==> config.mk <==
export PLATFORM = sky130hd
export DESIGN_NAME = double_buffer_mst
export DESIGN_NICKNAME = d
export VERILOG_FILES = /design/src/rtl/dbuf_pkg.sv /design/src/rtl/double_buffer_mst_bank.sv /design/src/rtl/double_buffer_mst.sv
export SDC_FILE = /design/constraint.sdc
export NUM_CORES = 2
export LEC_CHECK = 0
export CAP_MARGIN = 20
export CORE_UTILIZATION = 35
export CTS_BUF_LIST = sky130_fd_sc_hd__clkbuf_4
export CTS_CLUSTER_SIZE = 24
export DETAILED_ROUTE_END_ITERATION = 10
export PLACE_DENSITY_LB_ADDON = 0.2
export SLEW_MARGIN = 15
export SYNTH_ARGS = -nofsm -noshare
export SYNTH_HDL_FRONTEND = slang
export SYNTH_HIERARCHICAL = 1
export SYNTH_SLANG_ARGS = --single-unit
==> constraint.sdc <==
create_clock -name clk_i -period 7.85 [get_ports clk_i]
set_clock_uncertainty 0.2 [all_clocks]
set_input_delay 1.9625 -clock clk_i [delete_from_list [all_inputs] [get_ports clk_i]]
set_output_delay 1.9625 -clock clk_i [all_outputs]
set_load 0.1 [all_outputs]
==> src/rtl/dbuf_pkg.sv <==
// Shared types and constants for the ping-pong AXI write initiator.
// Latency: none (declarations only).
// Backpressure: not applicable.
package dbuf_pkg;

   typedef enum logic [1:0] {IDLE, ADDR, DATA, RESP} drain_state_t;
   typedef enum logic [1:0] {EMPTY, FILLING, FULL} bank_state_t;

   localparam logic [1:0] AXI_BURST_INCR = 2'b01;
   localparam logic [1:0] AXI_RESP_OKAY  = 2'b00;

   // AxSIZE encoding: log2 of the number of bytes per beat.
   function automatic logic [2:0] axi_size_f(input int unsigned data_w);
      return 3'($clog2(data_w / 8));
   endfunction

endpackage

==> src/rtl/double_buffer_mst_bank.sv <==
// One BURST_LEN-deep beat store: synchronous write port, registered read port.
// Latency: read data appears one clock after the read address is presented.
// Backpressure: none; the caller guarantees a bank is never read while being written.
module pingpong_bank #(
   parameter int DW_g    = 64,
   parameter int DEPTH_g = 16
) (
   input  logic                       clk_i,
   input  logic                       wr_en_i,
   input  logic [$clog2(DEPTH_g)-1:0] wr_addr_i,
   input  logic [DW_g-1:0]            wr_data_i,
   input  logic [$clog2(DEPTH_g)-1:0] rd_addr_i,
   output logic [DW_g-1:0]            rd_data_o
);

   logic [DW_g-1:0] mem_q [DEPTH_g];
   logic [DW_g-1:0] rd_data_q;

   // Storage write and registered read; contents need no reset.
   always_ff @(posedge clk_i) begin
      if (wr_en_i) begin
         mem_q[wr_addr_i] <= wr_data_i;
      end
      rd_data_q <= mem_q[rd_addr_i];
   end

   assign rd_data_o = rd_data_q;

endmodule

==> src/rtl/double_buffer_mst.sv <==
// AXI4 write initiator: fills two ping-pong banks from a stream, drains each full bank as one INCR burst.
// Latency: AW issued two clocks after the beat that fills a bank; W beats follow the AW handshake.
// Backpressure: stall_o rises while the bank being filled is still FULL; AXI readies stall the drain FSM.
module double_buffer_mst
   import dbuf_pkg::*;
#(
   parameter int AXI_DW_g    = 64,
   parameter int AXI_AW_g    = 32,
   parameter int BURST_LEN_g = 16
) (
   input  logic                    clk_i,
   input  logic                    rst_i,
   input  logic [AXI_AW_g-1:0]     base_addr_i,
   input  logic                    load_addr_i,
   input  logic                    push_i,
   input  logic [AXI_DW_g-1:0]     data_i,
   output logic                    stall_o,
   input  logic                    m_axi_awready_i,
   output logic                    m_axi_awvalid_o,
   output logic [AXI_AW_g-1:0]     m_axi_awaddr_o,
   output logic [7:0]              m_axi_awlen_o,
   output logic [2:0]              m_axi_awsize_o,
   output logic [1:0]              m_axi_awburst_o,
   output logic [2:0]              m_axi_awprot_o,
   output logic [3:0]              m_axi_awcache_o,
   input  logic                    m_axi_wready_i,
   output logic                    m_axi_wvalid_o,
   output logic [AXI_DW_g-1:0]     m_axi_wdata_o,
   output logic [AXI_DW_g/8-1:0]   m_axi_wstrb_o,
   output logic                    m_axi_wlast_o,
   output logic                    m_axi_bready_o,
   input  logic                    m_axi_bvalid_i,
   input  logic [1:0]              m_axi_bresp_i,
   output logic                    err_o,
   output logic                    idle_o
);

   localparam int                  CNT_W       = $clog2(BURST_LEN_g);
   localparam logic [CNT_W-1:0]    LAST_BEAT   = CNT_W'(BURST_LEN_g - 1);
   localparam logic [AXI_AW_g-1:0] BURST_BYTES = AXI_AW_g'(BURST_LEN_g * (AXI_DW_g / 8));

   drain_state_t        state_q, state_d;
   bank_state_t         bank_q [2];
   bank_state_t         bank_d [2];
   logic                fill_idx_q, fill_idx_d;
   logic                drain_idx_q, drain_idx_d;
   logic [CNT_W-1:0]    fill_cnt_q, fill_cnt_d;
   logic [CNT_W-1:0]    beat_cnt_q, beat_cnt_d;
   logic [AXI_AW_g-1:0] addr_q, addr_d;
   logic                err_q, err_d;

   logic                accept;
   logic                idle;
   logic [CNT_W-1:0]    rd_addr;
   logic [AXI_DW_g-1:0] rd_data [2];

   assign stall_o = (bank_q[fill_idx_q] == FULL);
   assign accept  = push_i && !stall_o;
   assign idle    = (state_q == IDLE) && (bank_q[0] == EMPTY) && (bank_q[1] == EMPTY);

   for (genvar g = 0; g < 2; g++) begin : g_bank
      pingpong_bank #(
         .DW_g    (AXI_DW_g),
         .DEPTH_g (BURST_LEN_g)
      ) u_bank (
         .clk_i     (clk_i),
         .wr_en_i   (accept && (fill_idx_q == 1'(g))),
         .wr_addr_i (fill_cnt_q),
         .wr_data_i (data_i),
         .rd_addr_i (rd_addr),
         .rd_data_o (rd_data[g])
      );
   end

   // Drain FSM: AW first, then W beats prefetched one address ahead so wdata is ready with wvalid, then B.
   always_comb begin
      state_d         = state_q;
      beat_cnt_d      = beat_cnt_q;
      rd_addr         = '0;
      m_axi_awvalid_o = 1'b0;
      m_axi_wvalid_o  = 1'b0;
      m_axi_bready_o  = 1'b0;
      unique case (state_q)
         IDLE: begin
            if (bank_q[drain_idx_q] == FULL) begin
               state_d = ADDR;
            end
         end
         ADDR: begin
            m_axi_awvalid_o = 1'b1;
            if (m_axi_awready_i) begin
               state_d    = DATA;
               beat_cnt_d = '0;
            end
         end
         DATA: begin
            m_axi_wvalid_o = 1'b1;
            rd_addr        = beat_cnt_q;
            if (m_axi_wready_i) begin
               beat_cnt_d = beat_cnt_q + 1'b1;
               rd_addr    = beat_cnt_d;
               if (beat_cnt_q == LAST_BEAT) begin
                  state_d = RESP;
               end
            end
         end
         RESP: begin
            m_axi_bready_o = 1'b1;
            if (m_axi_bvalid_i) begin
               state_d = IDLE;
            end
         end
         default: state_d = IDLE;
      endcase
   end

   // Bank bookkeeping: fill side and release side always touch different banks.
   always_comb begin
      bank_d      = bank_q;
      fill_idx_d  = fill_idx_q;
      fill_cnt_d  = fill_cnt_q;
      drain_idx_d = drain_idx_q;
      addr_d      = addr_q;
      err_d       = err_q;
      if (accept) begin
         if (fill_cnt_q == LAST_BEAT) begin
            bank_d[fill_idx_q] = FULL;
            fill_idx_d         = ~fill_idx_q;
            fill_cnt_d         = '0;
         end else begin
            bank_d[fill_idx_q] = FILLING;
            fill_cnt_d         = fill_cnt_q + 1'b1;
         end
      end
      if ((state_q == RESP) && m_axi_bvalid_i) begin
         bank_d[drain_idx_q] = EMPTY;
         drain_idx_d         = ~drain_idx_q;
         addr_d              = addr_q + BURST_BYTES;
         if (m_axi_bresp_i != AXI_RESP_OKAY) begin
            err_d = 1'b1;
         end
      end
      if (load_addr_i && idle) begin
         addr_d = base_addr_i;
      end
   end

   // State registers with synchronous reset; reset abandons any burst in flight.
   always_ff @(posedge clk_i) begin
      if (rst_i) begin
         state_q     <= IDLE;
         bank_q[0]   <= EMPTY;
         bank_q[1]   <= EMPTY;
         fill_idx_q  <= 1'b0;
         drain_idx_q <= 1'b0;
         fill_cnt_q  <= '0;
         beat_cnt_q  <= '0;
         addr_q      <= '0;
         err_q       <= 1'b0;
      end else begin
         state_q     <= state_d;
         bank_q      <= bank_d;
         fill_idx_q  <= fill_idx_d;
         drain_idx_q <= drain_idx_d;
         fill_cnt_q  <= fill_cnt_d;
         beat_cnt_q  <= beat_cnt_d;
         addr_q      <= addr_d;
         err_q       <= err_d;
      end
   end

   assign m_axi_awaddr_o  = addr_q;
   assign m_axi_awlen_o   = 8'(BURST_LEN_g - 1);
   assign m_axi_awsize_o  = axi_size_f(AXI_DW_g);
   assign m_axi_awburst_o = AXI_BURST_INCR;
   assign m_axi_awprot_o  = 3'b000;
   assign m_axi_awcache_o = 4'b0000;
   assign m_axi_wdata_o   = rd_data[drain_idx_q];
   assign m_axi_wstrb_o   = '1;
   assign m_axi_wlast_o   = (state_q == DATA) && (beat_cnt_q == LAST_BEAT);
   assign err_o           = err_q;
   assign idle_o          = idle;

endmodule
==> run metrics <==
worst-margin pin slew 1.17 ns; multiplexer share of the synthesized area 0.149; number of synthesized register bits 2225; arrival time worst endpoint 4.49 ns; post-route setup TNS 0 ns; Cell Int Power 19.1 mW; synthesis-to-layout area growth 17.5%; Cells after Synth 3706; Hold Crit Class reg2reg; Critical Path Start Type flip-flop; Final GP Congestion 0.710; Post-Synth XOR/XNOR Area 0.00169; Rows 178; I/O pins 236; layout cells sized above 1 0.355; die area 238000 µm²; crit end category primary output; Register Area 65000 µm²; final hold violation count 0; clk slew on worst S/H paths 0.06 ns; WL/cell 27.2 µm; die height 488 µm; number of enable flip-flop cells after synthesis 2048; max-cap viol count 0; routed wl met2 104 mm; hold_buf cts 0; Starting Density 0.352; RSZ-0062 raised after global routing no; asr flop ratio synth 0; reg-to-reg slack, setup 3.99 ns; Syn. warnings 6; critical path's slowest cell clkdlybuf4s50_1; PortBufs 207; CP max FO 38; Critical R2R Launch bank_q[2]; vias per cell 5.16; status finished clean; WL met1 94.9 mm; HP Start m_axi_awaddr_o[5]; via count 41600; Clock power frac 0.417; Gate power share 0.054; Final period util 0.847; Reg power frac 0.529; Cell variety after synth 51; post-CTS setup buffer count 0; CP required 5.69 ns; H-tree depth 6; Core Area 235000 µm²; CP top delay family buffers and inverters; post-synthesis adder-cell area fraction 0.00121; critical path class reg2out; area of the multi-input gates 16800 µm²; Pins Over Slew Limit 0; Critical Path Max Stage Delay 1.16 ns; clock root buffer clkbuf_4; Worst-Skew Late Latency 1.38 ns; worst path cell trace buf_4 > mux2_2 > clkdlybuf4s50_1; nets 4571; Syn Area/Cell 22.3 µm²; leakage 30.5 nW; largest net degree at the start of global routing 94; Switching Share 0.230; DR DRC count 0; gr ovfl total 0; Final setup violation count 0; fin crit period 6.65 ns; top layer used by detailed routing met5; fmax 150 MHz; Die W 488 µm; Seq/Total Area, Yosys 0.787; WHS Endpoint m_axi_awaddr_o[5]; First-pass DRT Iterations 7; maximum VDD drop 0.000119 V; hold depth 2; TritonCTS clock tree built; main combinational cell family by area after synthesis multiplexers; terminus of the critical flop-to-flop path g_bank[0].u_bank/mem_q[0][28]; Max Root-Sink Buffers 4; initial antenna violation count 22; P_sw 5.70 mW; compound-gate portion of the synthesized area 0.0292; Crit path buffers/inverters 2; clock sink count 2225; Max-slew headroom 0.220; Total Routing Usage GR 0.185; Initial DRC Count 3587; first-pass GRT wire length 313 mm; Pwr Density 255 nW/µm²; mapped cell area 82700 µm²; worst r2r path cells 5; WL met3 16.0 mm; total chip power 24.8 mW; ys flop type edfxtp_1; drt total wl 219 mm; critical path startpoint drain_idx_q; FILL cells 20900; CTS resizes 0; CTS Buf Count 606; Simple-Gate Fraction of Synth Area 0.0175; Routed Antenna Nets 0; vias in the first global route 43800; HPWL after DPL 109 mm
-- layer usage --
layer | up-vias | GRT usage
li1 | 17500 | -
met1 | 22200 | 0.251
met2 | 1555 | 0.291
met3 | 331 | 0.0477
met4 | 16 | 0.0548
met5 | - | 0
-- cells in the final DEF, fill, tap and decap left out, drive strengths merged, types with 8 or more instances in the layout --
cell type / count
conb: 28
mux4: 512
dfxtp: 177
a311oi: 12
bufinv: 9
nor2: 68
nand3b: 8
nand2: 158
clkdlybuf4s50: 195
xor2: 9
edfxtp: 2048
clkbuf: 930
mux2: 64
buf: 145
a211oi: 14
a21oi: 18
clkinv: 93
inv: 20
nand3: 15
nor3: 9
a22oi: 256
nand4: 11
o31ai: 9
or4: 9
ha: 8
diode: 9
-- kinds of logic (layout without fill, tap and decap cells) --
kind of cell | Yosys count | in the layout
AO/OA/AOI/OAI | 327 | 327
buffers and inverters | 229 | 1396
other | 2 | 37
XOR/XNOR | 16 | 16
flip-flops | 2225 | 2225
adder cells (fa/ha/maj) | 8 | 8
multiplexers | 581 | 581
AND/OR/NAND/NOR | 318 | 318
-- worst register-to-register path, stage by stage, from the launching register on --
cell and delay, ns:
dfxtp_1 0.34, nand2b_1 0.22, nor2b_1 0.57, or3b_2 0.64, nor3_4 0.86, buf_4 0.59
-- sequential cells by signal (all words and copies together) (netlist names) --
name and count:
fill_idx_q 1, g_bank.u_bank/rd_data_o 128, fill_cnt_q 4, bank_q 4, m_axi_awaddr_o 32, beat_cnt_q 4
state_q 2, err_o 1, drain_idx_q 1, g_bank.u_bank/mem_q 2048
-- power groups by stage --
stage	logic (mW)	registers, mW	clock network (mW)
4_1_cts	1.35	13.1	10.7
3_3_place_gp	1.33	13.4	0
2_1_floorplan	0.703	13.5	0
5_1_grt	1.42	13.1	11.3
3_5_place_dp	1.34	13.4	0
6_report	1.34	13.1	10.3
-- through the flow --
stage                     utilization  std cells  instance area [µm²]  hold WS, ns  setup slack (ns)
after floorplan                     -       3732                82800        0.266             0.193
after global placement          0.379       6972                89000        0.246              2.03
after detailed placement        0.379       6977                89100        0.247              2.01
after CTS                       0.412       8026                96800        0.255             0.956
after global routing            0.413       8055                97100        0.280             0.996
final                           0.413       8058                97100        0.253              1.20
-- Yosys cell counts (10+ instances only) --
cell | count | share of area
dfxtp_1 | 177 | 0.043
nand2_1 | 158 | 0.0072
buf_6 | 27 | 0.0037
mux2_2 | 64 | 0.0087
mux4_2 | 512 | 0.14
nor2_1 | 68 | 0.0031
clkbuf_1 | 93 | 0.0042
a311oi_1 | 12 | 0.0013
nand3_1 | 15 | 0.00091
buf_4 | 40 | 0.0036
edfxtp_1 | 2048 | 0.74
a22oi_1 | 256 | 0.023
nand4_1 | 10 | 0.00076
a211oi_1 | 14 | 0.0013
a21oi_1 | 18 | 0.0011
buf_2 | 26 | 0.0016
buf_1 | 36 | 0.0016
-- layout make-up --
cell class	instances	area share
inverters	7	0.000270
flip-flops and latches	2225	0.670
diodes	9	0.000232
multi-input cells	1278	0.173
clock buffers	930	0.0719
clock inverters	119	0.00738
repair buffers	340	0.0370
well taps	3150	0.0406
-- how the worst max path moves through the flow --
stage | to | slack, ns | depth (start not counted)
after floorplan | g_bank[1].u_bank/mem_q[4][0] | 0.19 | 4
after global placement | g_bank[0].u_bank/mem_q[0][28] | 2.03 | 6
after global routing | m_axi_wdata_o[6] | 1.0 | 3
after CTS | m_axi_wdata_o[6] | 0.96 | 3
final | m_axi_wdata_o[6] | 1.20 | 3
after detailed placement | g_bank[0].u_bank/mem_q[0][28] | 2.01 | 6
Power figures use the tool's default switching activity.
